File: config.mk
export PLATFORM = sky130hd
export DESIGN_NAME = multi_alarm_ctrl
export DESIGN_NICKNAME = d
export VERILOG_FILES = /design/src/rtl/multi_alarm_ctrl.sv
export SDC_FILE = /design/constraint.sdc
export NUM_CORES = 1
export LEC_CHECK = 0
export ABC_AREA = 1
export BUFFER_PORTS_ARGS = -buffer_cell sky130_fd_sc_hd__buf_2
export CAP_MARGIN = 0
export CORE_ASPECT_RATIO = 0.9
export CORE_MARGIN = 2
export CORE_UTILIZATION = 40
export CTS_CLUSTER_DIAMETER = 30
export DETAILED_ROUTE_END_ITERATION = 6
export GPL_TIMING_DRIVEN = 1
export PLACE_DENSITY = 0.54
export REMOVE_ABC_BUFFERS = 1
export SLEW_MARGIN = 25
export SYNTH_ARGS = -nofsm -noshare
export SYNTH_HDL_FRONTEND = slang
export SYNTH_SLANG_ARGS = --single-unit
File: constraint.sdc
create_clock -name clk -period 9.6 [get_ports clk]
set_input_delay 0.48 -clock clk [delete_from_list [all_inputs] [get_ports clk]]
set_output_delay 0.48 -clock clk [all_outputs]
set_load 0.005 [all_outputs]
File: src/rtl/multi_alarm_ctrl.sv
// Multi-channel alarm controller: per-channel arm, BCD snooze with a per-trigger limit,
// ring timeout, lowest-index arbitration and sticky missed flags. Drives beep_en for alarm_music.
module multi_alarm_ctrl #(
  parameter int unsigned NUM_ALARMS = 4,
  parameter int unsigned IDX_W      = 2,
  parameter int unsigned RING_SEC   = 60,
  parameter int unsigned SNOOZE_MIN = 5,
  parameter int unsigned MAX_SNOOZE = 3
) (
  input  logic                  clk,
  input  logic                  rst,
  input  logic [23:0]           time_num,
  input  logic                  sec_tick,
  input  logic                  key_stop,
  input  logic                  key_snooze,
  input  logic                  wr_en,
  input  logic [IDX_W-1:0]      wr_idx,
  input  logic [15:0]           wr_hhmm,
  input  logic                  wr_arm,
  output logic [NUM_ALARMS-1:0] alarm_armed,
  output logic [NUM_ALARMS-1:0] snooze_pend,
  output logic [NUM_ALARMS-1:0] missed,
  output logic                  ringing,
  output logic [IDX_W-1:0]      ring_idx,
  output logic                  beep_en
);

  localparam int unsigned CNT_W = $clog2(MAX_SNOOZE + 2);

  typedef enum logic [0:0] {StIdle, StRing} state_e;

  state_e r_state, w_state_nxt;

  logic [15:0]           r_alm_time [NUM_ALARMS];
  logic [15:0]           w_alm_time_nxt [NUM_ALARMS];
  logic [15:0]           r_snz_tgt [NUM_ALARMS];
  logic [15:0]           w_snz_tgt_nxt [NUM_ALARMS];
  logic [CNT_W-1:0]      r_snz_cnt [NUM_ALARMS];
  logic [CNT_W-1:0]      w_snz_cnt_nxt [NUM_ALARMS];
  logic [NUM_ALARMS-1:0] r_armed, w_armed_nxt;
  logic [NUM_ALARMS-1:0] r_pend, w_pend_nxt;
  logic [NUM_ALARMS-1:0] r_missed, w_missed_nxt;
  logic [7:0]            r_ring_cnt, w_ring_cnt_nxt;
  logic [IDX_W-1:0]      r_ring_idx, w_ring_idx_nxt;

  logic                  w_match_en;
  logic                  w_wr_valid;
  logic [NUM_ALARMS-1:0] w_match;
  logic [NUM_ALARMS-1:0] w_wr_hit;
  logic [NUM_ALARMS-1:0] w_ring_oh;
  logic [NUM_ALARMS-1:0] w_win_oh;
  logic [IDX_W-1:0]      w_win_idx;
  logic                  w_snz_exhausted;
  logic [15:0]           w_snz_time;
  logic [7:0]            w_ring_cnt_inc;
  logic                  w_timeout;

  // HH:MM + SNOOZE_MIN in BCD; minutes carry into hours, hours wrap 23 -> 00.
  function automatic logic [15:0] snooze_time(input logic [15:0] hhmm);
    logic [7:0] min_bin;
    logic [7:0] hr_bin;
    min_bin = 8'(hhmm[7:4]) * 8'd10 + 8'(hhmm[3:0]) + 8'(SNOOZE_MIN);
    hr_bin  = 8'(hhmm[15:12]) * 8'd10 + 8'(hhmm[11:8]);
    if (min_bin >= 8'd60) begin
      min_bin = min_bin - 8'd60;
      hr_bin  = hr_bin + 8'd1;
    end
    if (hr_bin >= 8'd24) begin
      hr_bin = 8'd0;
    end
    return {4'(hr_bin / 8'd10), 4'(hr_bin % 8'd10), 4'(min_bin / 8'd10), 4'(min_bin % 8'd10)};
  endfunction

  assign w_match_en     = sec_tick && (time_num[7:0] == 8'h00);
  assign w_wr_valid     = wr_en && (32'(wr_idx) < NUM_ALARMS);
  assign w_snz_time     = snooze_time(time_num[23:8]);
  assign w_ring_cnt_inc = r_ring_cnt + 8'd1;
  assign w_timeout      = sec_tick && (w_ring_cnt_inc == 8'(RING_SEC));

  always_comb begin : decode
    w_match         = '0;
    w_wr_hit        = '0;
    w_ring_oh       = '0;
    w_snz_exhausted = 1'b0;
    for (int i = 0; i < int'(NUM_ALARMS); i++) begin
      w_match[i]   = w_match_en &&
                     ((r_armed[i] && (time_num[23:8] == r_alm_time[i])) ||
                      (r_pend[i]  && (time_num[23:8] == r_snz_tgt[i])));
      w_wr_hit[i]  = w_wr_valid && (wr_idx == IDX_W'(i));
      w_ring_oh[i] = (r_ring_idx == IDX_W'(i));
      if (w_ring_oh[i] && (r_snz_cnt[i] >= CNT_W'(MAX_SNOOZE))) begin
        w_snz_exhausted = 1'b1;
      end
    end
  end

  // Lowest matching index wins: scan downwards so the last hit is the smallest.
  always_comb begin : arbiter
    w_win_idx = '0;
    w_win_oh  = '0;
    for (int i = int'(NUM_ALARMS) - 1; i >= 0; i--) begin
      if (w_match[i]) begin
        w_win_idx   = IDX_W'(i);
        w_win_oh    = '0;
        w_win_oh[i] = 1'b1;
      end
    end
  end

  always_comb begin : next_state
    w_state_nxt    = r_state;
    w_alm_time_nxt = r_alm_time;
    w_snz_tgt_nxt  = r_snz_tgt;
    w_snz_cnt_nxt  = r_snz_cnt;
    w_armed_nxt    = r_armed;
    w_pend_nxt     = r_pend;
    w_missed_nxt   = r_missed;
    w_ring_cnt_nxt = r_ring_cnt;
    w_ring_idx_nxt = r_ring_idx;

    case (r_state)
      StIdle: begin
        if (|w_match) begin
          w_state_nxt    = StRing;
          w_ring_idx_nxt = w_win_idx;
          w_ring_cnt_nxt = 8'd0;
          w_pend_nxt     = r_pend & ~w_match;
          w_missed_nxt   = r_missed | (w_match & ~w_win_oh);
        end
      end
      StRing: begin
        w_missed_nxt = r_missed | (w_match & ~w_ring_oh);
        w_pend_nxt   = r_pend & ~(w_match & ~w_ring_oh);
        if (sec_tick) begin
          w_ring_cnt_nxt = w_ring_cnt_inc;
        end
        if (key_stop || key_snooze || w_timeout) begin
          w_state_nxt    = StIdle;
          w_ring_cnt_nxt = 8'd0;
          w_ring_idx_nxt = '0;
          for (int i = 0; i < int'(NUM_ALARMS); i++) begin
            if (w_ring_oh[i]) begin
              if (key_snooze && !key_stop && !w_snz_exhausted) begin
                w_snz_tgt_nxt[i] = w_snz_time;
                w_pend_nxt[i]    = 1'b1;
                w_snz_cnt_nxt[i] = r_snz_cnt[i] + CNT_W'(1);
              end else begin
                w_snz_cnt_nxt[i] = '0;
                // Only an unanswered ring counts as missed.
                if (!key_stop && !key_snooze) begin
                  w_missed_nxt[i] = 1'b1;
                end
              end
            end
          end
        end
      end
      default: w_state_nxt = StIdle;
    endcase

    for (int i = 0; i < int'(NUM_ALARMS); i++) begin
      if (w_wr_hit[i]) begin
        w_alm_time_nxt[i] = wr_hhmm;
        w_armed_nxt[i]    = wr_arm;
        w_pend_nxt[i]     = 1'b0;
        w_snz_cnt_nxt[i]  = '0;
        w_missed_nxt[i]   = 1'b0;
      end
    end
    if ((r_state == StRing) && |(w_wr_hit & w_ring_oh)) begin
      w_state_nxt    = StIdle;
      w_ring_cnt_nxt = 8'd0;
      w_ring_idx_nxt = '0;
    end
  end

  always_ff @(posedge clk) begin
    if (rst) begin
      r_state    <= StIdle;
      r_alm_time <= '{default: '0};
      r_snz_tgt  <= '{default: '0};
      r_snz_cnt  <= '{default: '0};
      r_armed    <= '0;
      r_pend     <= '0;
      r_missed   <= '0;
      r_ring_cnt <= 8'd0;
      r_ring_idx <= '0;
    end else begin
      r_state    <= w_state_nxt;
      r_alm_time <= w_alm_time_nxt;
      r_snz_tgt  <= w_snz_tgt_nxt;
      r_snz_cnt  <= w_snz_cnt_nxt;
      r_armed    <= w_armed_nxt;
      r_pend     <= w_pend_nxt;
      r_missed   <= w_missed_nxt;
      r_ring_cnt <= w_ring_cnt_nxt;
      r_ring_idx <= w_ring_idx_nxt;
    end
  end

  assign alarm_armed = r_armed;
  assign snooze_pend = r_pend;
  assign missed      = r_missed;
  assign ringing     = (r_state == StRing);
  assign ring_idx    = r_ring_idx;
  assign beep_en     = ringing;

endmodule

Word-level counts from Yosys, hierarchy flattened:

Index checks and enable logic that the tools add are counted.

* input port bits: 49
* bits in registers: 163

* div/mod/pow operators: 4
* multiply operators: 2
* mux-type cells: 55
* bitwise operators: 12
* reductions and logical operators: 55
* add/sub/neg operators: 10
* order comparisons: 6
* eq/ne operators: 18

Operators with widths (number)
* 16-bit equality test: 8
* 8-bit two-way mux: 6
* 4-bit two-way mux: 8
* 1-bit logical AND: 26
* 1-bit two-way mux: 26
* 4-bit bitwise AND: 5
* 8-bit by 1-bit adder with 8-bit output, second input constant: 2
* 8-bit by 4-bit adder with 8-bit output: 2
* 8-bit by 4-bit divider with 8-bit output, second input constant: 2
* 8-bit by 4-bit modulo with 8-bit output, second input constant: 2
* 4-bit inverter: 4
* 4-bit one-hot mux with 2 select lines: 2
* 8-bit one-hot mux with 2 select lines: 1
* 4-bit AND reduction: 4
* 4-bit by 3-bit multiplier with 7-bit output, second input constant: 2
* 3-bit by 1-bit adder with 3-bit output, second input constant: 4
* 3-bit by 2-bit >= comparator with 1-bit output, second input constant: 4
* 2-bit two-way mux: 6
* 3-bit two-way mux: 4
* 3-bit AND reduction: 4
* 2-bit OR reduction: 5
* 8-bit by 3-bit adder with 8-bit output, second input constant: 1
* 2-bit equality test, second input constant: 4
* 8-bit by 6-bit equality test with 1-bit output, second input constant: 1
* 17 further kinds: 29

Depth between registers and ports, before layout:

* depth after elaboration: 13
* mapped depth: 42

Worst setup path before layout:

OpenSTA, ideal clock, no wires.

* path kind: input to register
* from: input time_num[10]
* to: register r_snz_tgt[2] (netlist bit)
* stages on the path: 36
* data required time: 9.544 ns
* setup slack: 4.745 ns
* arrival: 4.799 ns
* cells stage by stage: clkbuf_1 > inv_1 > ha_1 > fa_1 > inv_1 > nand2_1 > nand2_1 > inv_1 > ha_1 > inv_1 > nor2_8 > nand2_4 > nand4_1 > nand2_1 > inv_2 > ha_1 > nand3_2 > nand2_2 > nand2_4 > nand2_4 > nand2_2 > nand2_2 > inv_2 > nand2_4 > nand4_1 > a21oi_2 > nand2_2 > inv_2 > nand2_1 > nand2_1 > inv_1 > ha_1 > or2_4 > nand3_1 > nand2_1 > inv_1

* longest elaborated chain between the ends: 5
* elaborated cells between the ends (all ways): 6
* those cells by class: 3 x add/sub; 1 x div; 1 x order compare; 1 x mux

Ends and longest elaborated chain
* start: declaration: RTL line 12 `input logic [23:0] time_num,`
* 8-bit by 4-bit adder with 8-bit output (*): RTL line 62 `min_bin = 8'(hhmm[7:4]) * 8'd10 + 8'(hhmm[3:0]) + 8'(SNOOZE_MIN);`
* 8-bit by 3-bit adder with 8-bit output (*): RTL line 62
* 8-bit by 6-bit subtractor with 8-bit output / 8-bit by 6-bit >= comparator with 1-bit output (equally long branches): RTL line 65, 64
* 8-bit two-way mux (*): RTL line 64 `if (min_bin >= 8'd60) begin`
* 8-bit by 4-bit modulo with 8-bit output (*): RTL line 71 `return {4'(hr_bin / 8'd10), 4'(hr_bin % 8'd10), 4'(min_bin / 8'd10), 4'(min_bin % 8'd10)};`
* end signal: assignment: RTL line 191 `r_snz_tgt <= w_snz_tgt_nxt;`
* end: declaration: RTL line 36 `logic [15:0] r_snz_tgt [NUM_ALARMS];`

Every way passes the cells marked *; elsewhere a longest branch is shown, timed or not.
A chain may end at the register's enable or synchronous reset.

Final worst setup path:

* from: input time_num[13]
* to: register r_snz_tgt[2] (netlist bit)

* longest elaborated chain between the ends: 6
* elaborated cells between the ends (all ways): 7
* those cells by class: 3 x add/sub; 1 x mul; 1 x div; 1 x order compare; 1 x mux

Ends and longest elaborated chain (RTL line)
* 4-bit by 3-bit multiplier with 7-bit output (*): 62
* 8-bit by 4-bit adder with 8-bit output (*): 62
* 8-bit by 3-bit adder with 8-bit output (*): 62
* 8-bit by 6-bit subtractor with 8-bit output / 8-bit by 6-bit >= comparator with 1-bit output (equally long branches): 65, 64
* 8-bit two-way mux (*): 64
* 8-bit by 4-bit modulo with 8-bit output (*): 71

Marked as above.

==> summary by stage <==
Synth
The biggest area contributor in the post-synthesis netlist is sky130_fd_sc_hd__dfxtp_1. Summing the areas of all compound-gate instances in the mapped netlist gives between 20% and 30% of the synthesized area. The fraction of post-synthesis cell area in the top cell type by area is about a third.

The proportion of synthesized flip-flops having asynchronous set or reset is 0%. Summing the areas of all xor and xnor instances in the mapped netlist gives roughly 6.4% of the synthesized area. The number of register bits inferred by synthesis is about 160. After synthesis, flip-flops and latches occupy roughly a third of the total area. After synthesis, the mean cell area works out to 7.10 um2. Counting flops with a built-in enable in the synthesized netlist gives 0.

During synthesis, Yosys emitted a total of 0 warnings. The dominant register cell in the synthesized netlist is sky130_fd_sc_hd__dfxtp_1. The synthesized netlist devotes 5.30% of its cell area to adder and majority cells. The portion of synthesized area spent on multiplexers is 0%.

The area fraction in and, or, nand and nor cells after synthesis is between 20% and 30%. The number of distinct library cells after synthesis is 58. The number of standard cells after synthesis is roughly 1300. The area of the mapped netlist is 0.00954 mm2. Yosys attributes the largest share of cell area to sky130_fd_sc_hd__dfxtp_1, sky130_fd_sc_hd__inv_1, sky130_fd_sc_hd__nand2_1.

The largest family of logic cells by synthesized area is simple AND/OR/NAND/NOR gates.

Timing
The ratio of final minimum period to clock period is between 50% and 60%. The number of max-slew violations in the final report is 0. For the pin with the worst max-slew slack, the measured transition is 1.12 ns.

The number of hold violations in the final report was 0. Setup repair after global routing left no endpoint under its margin. Derived from the worst setup path, the maximum achievable clock frequency is between 150 and 200 MHz. The worst max-slew margin expressed relative to the limit is 24.5%. Setup total negative slack on the finished layout was measured at 0 ns.

The setup-violating endpoint count in the final report is 0. The shortest clock period the worst path allows after layout is a little over 5 ns. Across the routed clock network, the largest skew measured is 0.0112 ns.

Min path
The number of cells on the worst hold path is 3. The launch point of the worst hold path is wr_hhmm[4]. The class of the worst hold path is in -> reg.

Detailed routing
For this run, the detailed router's first-pass iteration total came to 5. The total length of routed wires is around 30000 um. Dividing the detail-routed wire length by the instance count gives 18.0 um. The routed layout has 9031 vias. The initial DRC count is 672.

The count of antenna-violating nets left after detailed routing is 0. In the routed design, unresolved DRC markers number 0. Dividing the detail-routed via count by the number of cells gives 5.31.

Setup path
At the worst endpoint, the required time is roughly 10 ns. Counting buffers and inverters, the worst setup path is 40 cells deep. The kind of capture point of the worst setup path is a flip-flop. The flop-to-flop setup slack is 6.19 ns.

The worst setup path is of the in -> reg kind. The critical-path cell with the highest stage delay is sky130_fd_sc_hd__fa_1. The end of the critical path is r_snz_tgt[2]$_SDFFE_PP0P_.

The critical path starts at time_num[13]. The cell that appears most often on the critical path is sky130_fd_sc_hd__nand2_1. Of all nets on the critical path, the largest fanout is 12. The category of cells accounting for the largest share of critical-path delay is simple AND/OR/NAND/NOR gates. The arrival time reported for the critical path endpoint is between 5 and 6 ns. For this run, the slowest stage of the critical path takes around 0.46 ns. STA classifies the critical path startpoint as a primary input.

The number of buffers and inverters on the critical path is 11. The worst register-to-register path begins at r_ring_cnt[0]$_SDFFE_PP0P_. In this run the critical register-to-register path is captured at r_snz_tgt[38]$_SDFFE_PP0P_. The worst reg-to-reg path cell count is 15.

Layout
The growth of design area from synthesis to finish is 12.3%. The layout has roughly 2400 filler cells. Cells with a size suffix above 1 make up a little under an eighth of the layout.

The final instance area is approximately 0.011 mm2. The library cell used most frequently in the layout, excluding fill and tap cells, is sky130_fd_sc_hd__inv_1. Leaving out fill and tap cells, the most frequent cells in the layout are sky130_fd_sc_hd__inv_1, sky130_fd_sc_hd__nand2_1, sky130_fd_sc_hd__dfxtp_1.

The number of antenna diodes in the final layout is 0. The net count of the finished layout is between 1000 and 1500.

Placement
At the end of routability-driven placement, the weighted congestion stood at 0.870. Summing all placed instances gives a cell area of 0.0101 mm2. During placement, the flow inserted port buffers numbering 64. Once detailed placement completed, the half-perimeter wirelength came to 22000 um.

Floorplan
The full die area is 0.0251 mm2. The initial core utilization is about two fifths. The area of the placeable core is between 0.02 and 0.025 mm2. From left edge to right edge, the die measures 167 um. The I/O pin count is 65. The die span in y is around 150 um. The initialized floorplan defines 53 standard-cell rows.

GRT
The first global-routing pass estimated 47400 um of wire. The number of antenna violations at the first check in global routing is 0. The total congestion overflow is 0. The via count of the first global-routing pass came to between 8000 and 9000. The overall routing resource usage is about a quarter. Entering global routing, the biggest net connects between 90 and 100 pins.

Clocking
The number of setup buffers added after CTS is 0. In this run, post-CTS repair resized a total of 0 instances. The clock sink total is about 160. The clock input transition at the sequential cells of the worst setup and hold paths is approximately 0.080 ns. The CTS tree is done.

The number of buffers on the longest clock path is 2. The count of H-tree levels built during CTS is 4. The clock latency on the worst-skew pair is between 0.4 and 0.5 ns.

The number of hold buffers added after cts is 0. The clock root buffer is sky130_fd_sc_hd__clkbuf_16. The number of buffers created by CTS is 17.

Pwr
The power per unit of standard cell area is a little under 200 mW/mm2. The largest voltage drop on the vdd net is 0.186 mV. Summed over all cells, the static leakage comes to ~5.0 nW.

Job
Across the run, the number of max-cap violations was 0.

Run status
The run finished with clean final reports.
## metal layers
layer	vias to the layer above	track usage [%]	part of all wire [%]
met4	0	6.51	1.7
met3	35	4.92	7.8
li1	4535	-	-
met5	-	0	0
met2	265	38.4	44
met1	4196	34.5	47
## worst register-to-register path, cell delays in order, from the launching register on
cell and delay, ns:
sky130_fd_sc_hd__dfxtp_1 0.41, sky130_fd_sc_hd__ha_1 0.21, sky130_fd_sc_hd__nand3_1 0.13, sky130_fd_sc_hd__nor3_1 0.19, sky130_fd_sc_hd__xor2_1 0.12, sky130_fd_sc_hd__nor4_1 0.23, sky130_fd_sc_hd__nand3_1 0.16, sky130_fd_sc_hd__nand2_1 0.13
sky130_fd_sc_hd__nand2_1 0.17, sky130_fd_sc_hd__nor2_1 0.17, sky130_fd_sc_hd__inv_1 0.09, sky130_fd_sc_hd__nor2_1 0.09, sky130_fd_sc_hd__buf_4 0.26, sky130_fd_sc_hd__clkinv_1 0.49, sky130_fd_sc_hd__o21ai_0 0.36, sky130_fd_sc_hd__inv_1 0.07
## per-stage QoR
| stage | setup slack, ns | total power [mW] | util (%) | std cells | hold WS [ns] |
|---|---|---|---|---|---|
| 2_1_floorplan | 4.99 | 1.25 | - | 1292 | 0.437 |
| 3_3_place_gp | 4.27 | 1.41 | 43.2 | 1669 | 0.446 |
| 3_5_place_dp | 4.13 | 1.42 | 43.2 | 1669 | 0.454 |
| 4_1_cts | 4.57 | 2.12 | 45.8 | 1701 | 0.299 |
| 5_1_grt | 4.17 | 2.23 | 45.8 | 1701 | 0.327 |
| 6_report | 4.56 | 2.12 | 45.8 | 1701 | 0.305 |
## Yosys cell counts (3+ instances only)
master	count
sky130_fd_sc_hd__a211oi_1	8
sky130_fd_sc_hd__a21oi_1	92
sky130_fd_sc_hd__a21oi_2	6
sky130_fd_sc_hd__a221oi_1	8
sky130_fd_sc_hd__a2bb2oi_1	3
sky130_fd_sc_hd__a31oi_1	3
sky130_fd_sc_hd__buf_1	4
sky130_fd_sc_hd__clkbuf_1	45
sky130_fd_sc_hd__clkinv_1	4
sky130_fd_sc_hd__dfxtp_1	163
sky130_fd_sc_hd__fa_1	4
sky130_fd_sc_hd__ha_1	34
sky130_fd_sc_hd__inv_1	208
sky130_fd_sc_hd__inv_2	7
sky130_fd_sc_hd__nand2_1	172
sky130_fd_sc_hd__nand2_2	15
sky130_fd_sc_hd__nand2_4	6
sky130_fd_sc_hd__nand3_1	54
sky130_fd_sc_hd__nand3_2	4
sky130_fd_sc_hd__nand4_1	16
sky130_fd_sc_hd__nor2_1	139
sky130_fd_sc_hd__nor2_2	3
sky130_fd_sc_hd__nor3_1	19
sky130_fd_sc_hd__nor4_1	8
sky130_fd_sc_hd__o2111ai_1	11
sky130_fd_sc_hd__o211ai_1	15
sky130_fd_sc_hd__o21a_1	3
sky130_fd_sc_hd__o21ai_0	125
sky130_fd_sc_hd__o21ai_1	12
sky130_fd_sc_hd__o21ai_2	3
sky130_fd_sc_hd__o21bai_1	10
sky130_fd_sc_hd__o221ai_1	3
sky130_fd_sc_hd__o22ai_1	32
sky130_fd_sc_hd__or2_2	8
sky130_fd_sc_hd__xnor2_1	9
sky130_fd_sc_hd__xor2_1	61
## sequential cells by signal, summed over array words and instances, names as in the netlist
| register | cells |
|---|---|
| beep_en | 1 |
| r_alm_time | 64 |
| missed | 4 |
| alarm_armed | 4 |
| r_snz_cnt | 12 |
| snooze_pend | 4 |
| r_ring_cnt | 8 |
| r_snz_tgt | 64 |
| ring_idx | 2 |
## power breakdown
group / internal, mW / total, mW / switching (mW)
combinational: 0.220 / 0.705 / 0.484
clock: 0.393 / 0.711 / 0.317
sequential: 0.691 / 0.700 / 0.00928
total: 1.30 / 2.12 / 0.811
## how the worst min path moves through the flow
| stage | end | slack (ns) |
|---|---|---|
| global route | r_alm_time[20]$_SDFFE_PP0P_ | 0.33 |
| detailed placement | r_alm_time[21]$_SDFFE_PP0P_ | 0.45 |
| floorplan | r_alm_time[11]$_SDFFE_PP0P_ | 0.44 |
| CTS | r_alm_time[20]$_SDFFE_PP0P_ | 0.30 |
| global placement | r_alm_time[21]$_SDFFE_PP0P_ | 0.45 |
| finish | r_alm_time[20]$_SDFFE_PP0P_ | 0.31 |
## logic make-up (layout without fill, tap and decap cells)
logic type / count (synthesis) / after routing
adder cells (fa/ha/maj): 38 / 38
XOR/XNOR: 70 / 70
flip-flops: 163 / 163
AO/OA/AOI/OAI: 345 / 345
buffers and inverters: 272 / 326
AND/OR/NAND/NOR: 457 / 457
## cell type report
type | count | area, um2 | area share [%]
clock buffer | 19 | 433 | 4.04
clock inverter | 13 | 166 | 1.55
inverter | 219 | 822 | 7.67
multi-input combinational | 910 | 5250 | 49.0
sequential | 163 | 3260 | 30.5
tap | 302 | 378 | 3.53
timing repair buffer | 75 | 403 | 3.76
Power figures use the tool's default switching activity.
